### src/rtl/jt89_bus_wr.sv
// JT89 CPU write decoder: SN76489 latch/data byte decoding, channel registers and READY handshake.
// Optional Game Gear stereo register enabled by defining JT89_GG_STEREO_EN.
module jt89_bus_wr #(
  parameter int READY_CYC = 32
) (
  input  logic       clk,
  input  logic       rst,
  input  logic       clk_en,
  input  logic       cs_n,
  input  logic       wr_n,
  input  logic [7:0] din,
  output logic       ready,
  output logic [9:0] tone0,
  output logic [9:0] tone1,
  output logic [9:0] tone2,
  output logic [3:0] vol0,
  output logic [3:0] vol1,
  output logic [3:0] vol2,
  output logic [3:0] vol3,
  output logic [2:0] ctrl3,
  output logic       clr
`ifdef JT89_GG_STEREO_EN
  ,
  input  logic       gg_cs_n,
  output logic [7:0] stereo
`endif
);

  localparam logic [7:0] READY_LOAD = 8'(READY_CYC);

  typedef enum logic {
    ST_IDLE,
    ST_BUSY
  } st_t;

  st_t        st, st_nx;
  logic       wr_n_d;
  logic [7:0] cnt;
  logic [1:0] idx_r;
  logic       typ_r;
  logic       wr_fall;
  logic       psg_wr;
  logic [1:0] idx_eff;
  logic       typ_eff;
  logic       noise_wr;
  logic [9:0] tone0_r, tone1_r, tone2_r;
  logic [3:0] vol0_r, vol1_r, vol2_r, vol3_r;
  logic [2:0] ctrl3_r;
  logic       clr_r;

  // A latch byte carries 4 low period bits, a data byte carries the 6 high bits.
  function automatic logic [9:0] tone_upd(input logic [9:0] cur, input logic [7:0] d);
    if (d[7]) return {cur[9:4], d[3:0]};
    else      return {d[5:0], cur[3:0]};
  endfunction

  assign wr_fall = wr_n_d & ~wr_n;
  assign psg_wr  = wr_fall & ~cs_n & ready;

  // Latch bytes address themselves; data bytes reuse the stored target.
  always_comb begin
    idx_eff = idx_r;
    typ_eff = typ_r;
    if (din[7]) begin
      idx_eff = din[6:5];
      typ_eff = din[4];
    end
  end

  assign noise_wr = psg_wr & ~typ_eff & (idx_eff == 2'd3);

  // READY handshake state
  always_ff @(posedge clk) begin
    if (rst) begin
      st     <= ST_IDLE;
      wr_n_d <= 1'b1;
    end else begin
      st     <= st_nx;
      wr_n_d <= wr_n;
    end
  end

  always_comb begin
    st_nx = st;
    ready = 1'b0;
    case (st)
      ST_IDLE: begin
        ready = 1'b1;
        if (psg_wr) st_nx = ST_BUSY;
      end
      ST_BUSY: begin
        if (clk_en && cnt == 8'd1) st_nx = ST_IDLE;
      end
      default: st_nx = ST_IDLE;
    endcase
  end

  always_ff @(posedge clk) begin
    if (rst) begin
      cnt <= 8'd0;
    end else if (psg_wr) begin
      cnt <= READY_LOAD;
    end else if (st == ST_BUSY && clk_en && cnt != 8'd0) begin
      cnt <= cnt - 8'd1;
    end
  end

  // Latched target and channel registers, updated at the end of the write cycle
  always_ff @(posedge clk) begin
    if (rst) begin
      idx_r   <= 2'd0;
      typ_r   <= 1'b0;
      tone0_r <= 10'd0;
      tone1_r <= 10'd0;
      tone2_r <= 10'd0;
      vol0_r  <= 4'hF;
      vol1_r  <= 4'hF;
      vol2_r  <= 4'hF;
      vol3_r  <= 4'hF;
      ctrl3_r <= 3'd0;
      clr_r   <= 1'b0;
    end else begin
      clr_r <= noise_wr;
      if (psg_wr) begin
        idx_r <= idx_eff;
        typ_r <= typ_eff;
        if (typ_eff) begin
          case (idx_eff)
            2'd0:    vol0_r <= din[3:0];
            2'd1:    vol1_r <= din[3:0];
            2'd2:    vol2_r <= din[3:0];
            default: vol3_r <= din[3:0];
          endcase
        end else begin
          case (idx_eff)
            2'd0:    tone0_r <= tone_upd(tone0_r, din);
            2'd1:    tone1_r <= tone_upd(tone1_r, din);
            2'd2:    tone2_r <= tone_upd(tone2_r, din);
            default: ctrl3_r <= din[2:0];
          endcase
        end
      end
    end
  end

`ifdef JT89_GG_STEREO_EN
  // PSG select wins when both selects are low.
  logic gg_wr;
  assign gg_wr = wr_fall & ~gg_cs_n & cs_n;

  always_ff @(posedge clk) begin
    if (rst)        stereo <= 8'hFF;
    else if (gg_wr) stereo <= din;
  end
`endif

  assign tone0 = tone0_r;
  assign tone1 = tone1_r;
  assign tone2 = tone2_r;
  assign vol0  = vol0_r;
  assign vol1  = vol1_r;
  assign vol2  = vol2_r;
  assign vol3  = vol3_r;
  assign ctrl3 = ctrl3_r;
  assign clr   = clr_r;

endmodule

### config.mk
export PLATFORM = sky130hd
export DESIGN_NAME = jt89_bus_wr
export DESIGN_NICKNAME = d
export VERILOG_FILES = /design/src/rtl/jt89_bus_wr.sv
export SDC_FILE = /design/constraint.sdc
export NUM_CORES = 1
export LEC_CHECK = 0
export ABC_AREA = 1
export CAP_MARGIN = 20
export CORE_AREA = 10 10 82 84
export DETAILED_ROUTE_END_ITERATION = 10
export DIE_AREA = 0 0 92 94
export PLACE_DENSITY = 0.82
export SETUP_SLACK_MARGIN = 0.15
export SYNTH_ARGS = -nofsm -noshare
export SYNTH_HDL_FRONTEND = slang
export SYNTH_SLANG_ARGS = --single-unit
### constraint.sdc
create_clock -name clk -period 2.6 [get_ports clk]
set_input_delay 0.65 -clock clk [delete_from_list [all_inputs] [get_ports clk]]
set_output_delay 0.65 -clock clk [all_outputs]
set_load 0.03 [all_outputs]
# Word level (Yosys, flattened, before mapping)
# Index checks and enable logic that the tools add are counted.
[word_totals]
regBits = 63
out_inout_bits = 51
word_cells = 61
[classes]
addsub = 1
n_eq_ne = 4
n_mux = 8
bitwise_logic = 11
reduce_logical = 19
[ops]
columns = ["cell", "n"]
rows = [
  ["$reduce_and 4->1", 6],
  ["$reduce_and 3->1", 5],
  ["$mux 6", 2],
  ["$eq 8x1->1 const B", 1],
  ["$reduce_bool 8->1", 1],
  ["$sub 8x1->8 const B", 1],
  ["$not 1->1", 6],
  ["$and 1x1->1", 5],
  ["$eq 2x2->1 const B", 2],
  ["$mux 1", 4],
  ["$logic_and 1x1->1", 3],
  ["$reduce_or 3->1", 1],
  ["$eq 2x1->1 const B", 1],
  ["$logic_not 2->1", 1],
  ["$mux 2", 1],
  ["$pmux 1 s2", 1],
  ["$reduce_bool 2->1", 1],
  ["$reduce_or 2->1", 1],
]

# Depth between registers and ports, before layout
# Gate-level depths: netlist of the first run.
[depth]
depth_word = 6
mapped_depth = 11
ltp_nobuf = 10

# Worst setup path after synthesis of the first run
# OpenSTA, ideal clock, no wires.
[synth_path]
path_kind = "input to register"
from = "in din[7]"
to = "reg tone0_r[7] (netlist: tone0[7])"
setup_time_ns = 0.113
arrival_ns = 1.516
required_ns = 2.487
slack_ns = 0.970
path_stages = 10
cell_sequence = "buf_6 nand2_1 nand2_4 nor2_4 nand2_4 nor2_4 buf_6 nand2_1 nand2_1 nor2_1"
[synth_via]
elab_chain_len = 3
word_cells_on_any_way = 6
classes_between = "mux: 2; bitwise: 2; reduce/logical: 2"
[synth_rtl]
columns = ["item", "line", "text"]
rows = [
  ["from (decl)", "11", "input logic [7:0] din,"],
  ["$mux 2 or $mux 1 (tied branches)", "64", "if (din[7]) begin"],
  ["$logic_not 2->1 or $not 1->1 (tied branches)", "-", ""],
  ["$reduce_and 4->1 (no line) *", "-", ""],
  ["to (signal assigned)", "136", "2'd0: tone0_r <= tone_upd(tone0_r, din);"],
  ["to (decl)", "46", "logic [9:0] tone0_r, tone1_r, tone2_r;"],
]
# Mark *: on every way between the ends. The rest lies on a longest branch, timed or not.
# A chain may end at the register's enable or synchronous reset.

# Worst setup path after layout of the first run
[layout_path]
from = "in din[7]"
to = "reg tone2_r[1] (netlist: tone2[1])"
[layout_via]
elab_chain_len = 3
word_cells_on_any_way = 5
classes_between = "eq/ne: 1; mux: 2; bitwise: 1; reduce/logical: 1"
[layout_rtl]
columns = ["item", "line", "text"]
rows = [
  ["$mux 2 or $mux 1 (tied branches)", "64", ""],
  ["$eq 2x2->1 or $not 1->1 (tied branches)", "-", ""],
  ["$reduce_and 4->1 (no line) *", "-", ""],
  ["to (signal assigned)", "138", "2'd2: tone2_r <= tone_upd(tone2_r, din);"],
  ["to (decl)", "46", ""],
]
# Marks and branches as above.

==> results of run 1 <==
[state kept, by name (all words and copies together), names as in the netlist]
signal	flops
tone1	10
idx_r	2
wr_n_d	1
tone0	10
typ_r	1
st	1
tone2	10
clr	1
vol0	4
ctrl3	3
cnt	8
vol1	4
vol3	4
vol2	4
[cells in the mapped netlist (2+ instances only)]
library cell	number
sky130_fd_sc_hd__nand2_2	2
sky130_fd_sc_hd__nand3_1	11
sky130_fd_sc_hd__a21oi_1	11
sky130_fd_sc_hd__o211ai_1	12
sky130_fd_sc_hd__clkbuf_1	5
sky130_fd_sc_hd__inv_1	30
sky130_fd_sc_hd__o21ai_0	24
sky130_fd_sc_hd__clkinv_2	2
sky130_fd_sc_hd__nor2_4	3
sky130_fd_sc_hd__nand2_1	84
sky130_fd_sc_hd__inv_2	2
sky130_fd_sc_hd__buf_6	2
sky130_fd_sc_hd__dfxtp_1	63
sky130_fd_sc_hd__nor2_2	3
sky130_fd_sc_hd__ha_1	3
sky130_fd_sc_hd__nor2_1	82
sky130_fd_sc_hd__nand4_1	4
sky130_fd_sc_hd__nand2_4	3
sky130_fd_sc_hd__clkinv_1	2
[cell families (layout without fill, tap and decap cells)]
family	count (synthesis)	count (layout)
simple gates	194	194
flops	63	63
compound gates	50	50
buf+inv	45	118
fa+ha+maj	3	3
xor+xnor	1	1
[worst max-delay path by stage]
| stage | slack, ns | to | cells after the start |
|---|---|---|---|
| after floorplan | 0.97 | tone0[7]$_SDFFE_PP0P_ | 10 |
| after global placement | 0.19 | tone2[0]$_SDFFE_PP0P_ | 10 |
| after detailed placement | 0.12 | tone2[1]$_SDFFE_PP0P_ | 8 |
| after CTS | 0.47 | tone2[1]$_SDFFE_PP0P_ | 8 |
| after global routing | 0.28 | tone2[2]$_SDFFE_PP0P_ | 8 |
| final | 0.43 | tone2[1]$_SDFFE_PP0P_ | 8 |
[area by class of cell]
class                           count  area [um2]  area share (%)
Sequential cell                    63        1261           36.39
Multi-Input combinational cell    248        1157           33.39
Timing Repair Buffer               66       653.1           18.84
Inverter                           37       143.9           4.152
Clock buffer                       10       137.6           3.971
Tap cell                           70       87.58           2.527
Clock inverter                      5       25.02          0.7220
[worst min-delay path, cell delays in order, from the launching register on]
cell	delay (ns)
sky130_fd_sc_hd__dfxtp_1	0.31
sky130_fd_sc_hd__nand2_1	0.06
sky130_fd_sc_hd__a21oi_1	0.05
[cells in the final DEF (no fill, tap or decap), types with 3 or more instances in the layout]
| cell | count |
|---|---|
| sky130_fd_sc_hd__nand2_1 | 84 |
| sky130_fd_sc_hd__nor2_1 | 82 |
| sky130_fd_sc_hd__dfxtp_1 | 63 |
| sky130_fd_sc_hd__clkdlybuf4s50_1 | 63 |
| sky130_fd_sc_hd__inv_1 | 30 |
| sky130_fd_sc_hd__o21ai_0 | 24 |
| sky130_fd_sc_hd__o211ai_1 | 12 |
| sky130_fd_sc_hd__a21oi_1 | 11 |
| sky130_fd_sc_hd__nand3_1 | 11 |
| sky130_fd_sc_hd__clkbuf_8 | 10 |
| sky130_fd_sc_hd__clkinv_2 | 7 |
| sky130_fd_sc_hd__nand4_1 | 4 |
| sky130_fd_sc_hd__nand2_4 | 3 |
| sky130_fd_sc_hd__nor2_2 | 3 |
| sky130_fd_sc_hd__nor2_4 | 3 |
| sky130_fd_sc_hd__ha_1 | 3 |
| sky130_fd_sc_hd__buf_4 | 3 |
[metrics by stage]
step / hold slack (ns) / util [%] / instance area, um2
after CTS: 0.4658 / 68.29 / 3466
final: 0.4659 / 68.29 / 3466
after floorplan: 0.4453 / - / 2609
after detailed placement: 0.4552 / 65.09 / 3303
after global routing: 0.4903 / 68.29 / 3466
after global placement: 0.4519 / 65.09 / 3303
[power breakdown]
| group | internal [mW] | switching (mW) | total (mW) |
|---|---|---|---|
| clock | 0.357 | 0.351 | 0.708 |
| combinational | 0.0787 | 0.134 | 0.212 |
| sequential | 0.984 | 0.0110 | 0.995 |
| total | 1.42 | 0.495 | 1.92 |
[layer usage]
metal	GRT usage (%)	vias to the layer above	wire length, um
met2	26.00	66	3110
met4	7.326	0	90
met1	16.81	1070	2663
met3	6.875	7	564
li1	-	1262	-
met5	0	-	0
==> results.ini, run 1 <==
[min_path]
hold-path-endpoint = cnt[1]$_SDFFE_PP0P_
holdCritStartpoint = cnt[1]$_SDFFE_PP0P_
min-delay-path-class = flip-flop to flip-flop
min_path_cells = 2

[route]
route.vias.total = 2405
dr.first_iter.drc_count = 128
avgViaCountPerCell = 4.820
remaining_drc_errors = 0
routed_wirelength_um = 6428
detail_route.first_pass.iterations = 5
post_drt_wl_per_cell_um = 12.88
route.antenna.remaining_nets = 0

[global_routing]
grt_max_degree = 31
grt_pass1_wl_um = 11050
initial_antenna_violation_count = 0
grt.total_usage_pct = 15.65
globalRoute.totalOverflow = 0
grt_pass1_vias = 2358

[clocking]
cts_setup_buffers = 0
cts_buffer_depth = 2
cts_tree = yes
cts_inserted_buffers = 9
cts_root_buf = sky130_fd_sc_hd__clkbuf_8
ctsHtreeMaxLevel = 3
tritoncts_num_sinks = 63
cts_resized = 0
worst_skew_pair.late_latency_ns = 0.33
hold_buffers = 0
clk_pin_slew_ns = 0.07

[critical_path]
cp-start-kind = primary input
critical_path.reg2reg.endpoint = cnt[1]$_SDFFE_PP0P_
timing.critical_path.mode_cell = sky130_fd_sc_hd__nand2_1
timing.critical_path.buf_inv = 1
path_delay_family = buffers and inverters
path_max_fanout = 9
worst_path_max_delay_cell = sky130_fd_sc_hd__clkdlybuf4s50_1
worstReg2RegStart = cnt[0]$_SDFFE_PP0P_
crit_type = primary input to flip-flop
arrival_ns = 2.40
worstPathRequired_ns = 2.82
crit_chain = clkdlybuf4s50_1 -> nand2_1 -> o21ai_2 -> nand2_1 -> nor2_2 -> nand2_1 -> o21ai_0 -> nor2_1
worstRegToRegCells = 8
worst_setup_path_end_kind = flip-flop
slowest_stage_delay_on_critical_path_ns = 0.73
critical_path.startpoint = din[7]
reg_to_reg_setup_timing_slack_ns = 1.06

[pwr]
vdd.ir_drop.worst_mv = 0.4297
power_leakage_nw = 1.537
total_power_mw = 1.915
pwr_density_cell_nw_per_um2 = 552.6

[floorplan]
top_level_ports = 64
fp.dieH_um = 94
coreArea_um2 = 5075
row_count = 26
floorplan.initialDensity_pct = 51.41
chipWidth_um = 92
area_of_the_die_um2 = 8648

[synth]
synth.yosys.seq_area_share_pct = 48.35
ys_seq_elements = 63
synth_nets = 372
synth_warnings = 0
yosys-mux-area-fraction_pct = 0
post_synth_and_or_nand_nor_area_fraction_pct = 31.18
synth_edf_count = 0
synth_top_flop_cell = sky130_fd_sc_hd__dfxtp_1
synthCells = 356
synthDistinctLibCells = 27
area_contributors_post_synth = sky130_fd_sc_hd__dfxtp_1, sky130_fd_sc_hd__nand2_1, sky130_fd_sc_hd__nor2_1
yosys.area_share.xor_xnor_pct = 0.3357
netlist_area_um2 = 2609
yosys.area.top_type_share_pct = 48.35
async_reset_ff_share_pct = 0
adder_and_majority_gate_portion_of_the_synthesized_area_pct = 1.439
combinational_family_with_the_most_area_after_synthesis = simple AND/OR/NAND/NOR gates
syn_area_per_cell_um2 = 7.328
synthDominantAreaCellType = sky130_fd_sc_hd__dfxtp_1
synth_compound_gate_area_share_pct = 11.41

[placed_design]
placement.io_buffers = 63
finalWeightedCongestion = 0.7930
pre_cts_ws_ns = 0.1211
numPlacedInstances = 484
place.detailed.hpwl_um = 4862

[sta]
slew_headroom_pct = 71.08
unrepaired_setup_endpoints_after_global_routing = false
final_hold_violation_count = 0
timing.final.max_slew_violations = 0
tightest_slew_ns = 0.4324
final_critical_path_setup_slack_ns = 0.4254
achievable-frequency_mhz = 459.9
period_minus_slack_ns = 2.175
setup-tns-final_ns = 0
min_period_over_period_pct = 83.64
timing.final.setup_violations = 0
timing.clock.skew_ns = 0.007079

[finish]
area_growth_pct = 32.85
total_nets_final = 441
post_layout_instance_count_excluding_filler_cells = 499
number_of_antenna_cells_inserted = 0
n_fill_cell = 448
final_layout_size_suffix_gt1_share_pct = 8.625

[run_status]
run_status = complete, no violations

[flow_run]
max_cap_viol_count = 0

Note: power is estimated with default switching activity, not from simulation.
==> run 2, diff against run 1 <==
CORE_AREA = 10 10 84 86   (was 10 10 82 84)
DIE_AREA = 0 0 94 96   (was 0 0 92 94)
PLACE_DENSITY = 0.78   (was 0.82)
clock period = 2.23 ns   (was 2.6 ns; I/O delays follow)
==> results.ini, run 2 (synthesized netlist as in run 1, its figures left out) <==
[sta]
unrepaired_setup_endpoints_after_global_routing = true
tightest_slew_ns = 0.4965  ; +0.06409 ns
final_critical_path_setup_slack_ns = 0.2904  ; -0.1350 ns
achievable-frequency_mhz = 515.6
timing.final.max_slew_violations = 0  ; unchanged
timing.clock.skew_ns = 0.005857  ; -0.001222 ns
final_hold_violation_count = 0  ; unchanged
min_period_over_period_pct = 86.98
period_minus_slack_ns = 1.940
slew_headroom_pct = 66.90  ; -4.2 points
timing.final.setup_violations = 0  ; unchanged
setup-tns-final_ns = 0  ; unchanged

[critical_path]
crit_type = flip-flop to output pin
arrival_ns = 1.38  ; -1.02 ns
timing.critical_path.buf_inv = 2  ; +1
cp-start-kind = flip-flop
worst_path_max_delay_cell = sky130_fd_sc_hd__clkdlybuf4s50_1
path_delay_family = buffers and inverters
worstPathRequired_ns = 1.67  ; -1.15 ns
slowest_stage_delay_on_critical_path_ns = 0.67  ; -0.06 ns
path_max_fanout = 3  ; -6
worst_setup_path_end_kind = output pin
crit_chain = inv_1 -> clkdlybuf4s50_1

[clocking]
clk_pin_slew_ns = 0.06  ; about the same
cts_tree = yes
worst_skew_pair.late_latency_ns = 0.33  ; about the same
cts_setup_buffers = 0  ; unchanged
cts_buffer_depth = 2  ; unchanged
tritoncts_num_sinks = 63  ; unchanged
cts_inserted_buffers = 9  ; unchanged
cts_root_buf = sky130_fd_sc_hd__clkbuf_8
ctsHtreeMaxLevel = 3  ; unchanged

[route]
remaining_drc_errors = 0  ; unchanged
dr.first_iter.drc_count = 71  ; -45%
route.vias.total = 2386  ; -0.79%
route.antenna.remaining_nets = 0  ; unchanged
post_drt_wl_per_cell_um = 13.03  ; +1.2%
routed_wirelength_um = 6542  ; +1.8%
avgViaCountPerCell = 4.753  ; -1.4%
detail_route.first_pass.iterations = 4  ; -1

[finish]
number_of_antenna_cells_inserted = 0  ; unchanged
layout.cells.most_common = sky130_fd_sc_hd__nand2_1
final_layout_size_suffix_gt1_share_pct = 7.907  ; -0.72 points
n_fill_cell = 490  ; +9.4%
finalCoreUtilization_pct = 64.21  ; -4.1 points
total_nets_final = 442  ; +0.23%
layout_common_cells = sky130_fd_sc_hd__nand2_1, sky130_fd_sc_hd__nor2_1, sky130_fd_sc_hd__dfxtp_1, sky130_fd_sc_hd__clkdlybuf4s50_1, sky130_fd_sc_hd__inv_1
area_growth_pct = 33.05

[flow_run]
max_cap_viol_count = 0  ; unchanged

[global_routing]
met1_usage_pct = 16.46  ; -0.36 points
global_route.peak_usage_layer = met2
initial_antenna_violation_count = 0  ; unchanged
grt_pass1_vias = 2367  ; +0.38%
grt_pass1_wl_um = 10830  ; -1.9%
globalRouteMet2Util_pct = 25.23  ; -0.77 points
globalRoute.totalOverflow = 0  ; unchanged
grt_max_degree = 28  ; -9.7%
use_met3_pct = 7.082  ; +0.21 points
grt.total_usage_pct = 15.02  ; -0.63 points

[floorplan]
row_count = 27  ; +3.8%
top_level_ports = 64  ; unchanged
chipWidth_um = 94  ; +2.2%
coreArea_um2 = 5405  ; +6.5%
floorplan.initialDensity_pct = 48.26  ; -3.1 points
fp.dieH_um = 96  ; +2.1%
area_of_the_die_um2 = 9024  ; +4.3%

[placed_design]
place.detailed.hpwl_um = 4883  ; +0.44%
finalWeightedCongestion = 0.8940  ; +13%
placement.io_buffers = 63  ; unchanged
pre_cts_ws_ns = -0.04272  ; -0.1638 ns

[pwr]
power_leakage_nw = 1.531  ; -0.40%
p_comb_share_pct = 11.2  ; about the same
netSwitchingPower_mw = 0.5658  ; +14%
vdd.ir_drop.worst_mv = 0.3554  ; -17%
power_frac_seq_pct = 51.9  ; about the same
pwr_density_cell_nw_per_um2 = 643.7  ; +16%
total_power_mw = 2.234  ; +17%
cellInternalPower_mw = 1.668  ; +17%
pwr-share-clk_pct = 36.9  ; about the same
sw_frac_of_total_pct = 25.33  ; -0.53 points

[min_path]
min-delay-path-class = flip-flop to flip-flop

[run_status]
run_status = complete, no violations

run 2: cell types whose count changed in the layout (fill, tap and decap cells not counted):
| cell | previous run | this run |
|---|---|---|
| sky130_fd_sc_hd__o21ai_1 | 0 | 1 |
| sky130_fd_sc_hd__o21ai_0 | 24 | 23 |
| sky130_fd_sc_hd__clkbuf_1 | 0 | 4 |
| sky130_fd_sc_hd__clkinv_2 | 7 | 3 |
| sky130_fd_sc_hd__buf_4 | 3 | 4 |
run 2: area by class of cell:
class / instances / area [um2] / share of cell area, %
timing repair buffer: 67 / 660.6 / 19.03
sequential: 63 / 1261 / 36.34
tap: 72 / 90.09 / 2.596
clock buffer: 14 / 152.6 / 4.398
inverter: 37 / 143.9 / 4.146
clock inverter: 1 / 5.005 / 0.1442
multi-input combinational: 248 / 1157 / 33.35
run 2: final timing paths:
kind                       startpoint                  end  slack [ns]  depth (start not counted)
hold / removal    cnt[1]$_SDFFE_PP0P_  cnt[1]$_SDFFE_PP0P_        0.46                          2
setup / recovery        st$_SDFF_PP0_                ready        0.29                          2
setup reg to reg  cnt[0]$_SDFFE_PP0P_  cnt[3]$_SDFFE_PP0P_        0.67                          7
hold reg to reg   cnt[1]$_SDFFE_PP0P_  cnt[1]$_SDFFE_PP0P_        0.46                          2
run 2: timing repair:
item,4_1_cts,5_1_grt
gates resized for setup,0,1
hold buffers,0,0
setup endpoints to repair,0,1
run 2: worst min-delay path: stages (launching register included):
cell                      delay, ns
sky130_fd_sc_hd__dfxtp_1       0.31
sky130_fd_sc_hd__nand2_1       0.06
sky130_fd_sc_hd__a21oi_1       0.05
run 2: power by group through the flow:
stage	combinational [mW]	sequential [mW]	clock (mW)
final	0.250	1.16	0.824
after CTS	0.251	1.16	0.840
after global routing	0.280	1.16	0.902
after floorplan	0.133	1.21	0
after detailed placement	0.250	1.18	0
after global placement	0.246	1.18	0
run 2: per-layer routing:
metal,share of wire (%),wire length [um]
met5,0,0
met4,1.0,66
met3,8.1,528
met2,48,3142
met1,43,2805
run 2: per-stage QoR:
step                      std cells  hold WS [ns]  instance area [um2]
after detailed placement        487        0.4555                 3313
after global routing            502        0.4761                 3471
final                           502        0.4647                 3471
after CTS                       502        0.4655                 3471
after floorplan                 356        0.4453                 2609
after global placement          487        0.4528                 3313
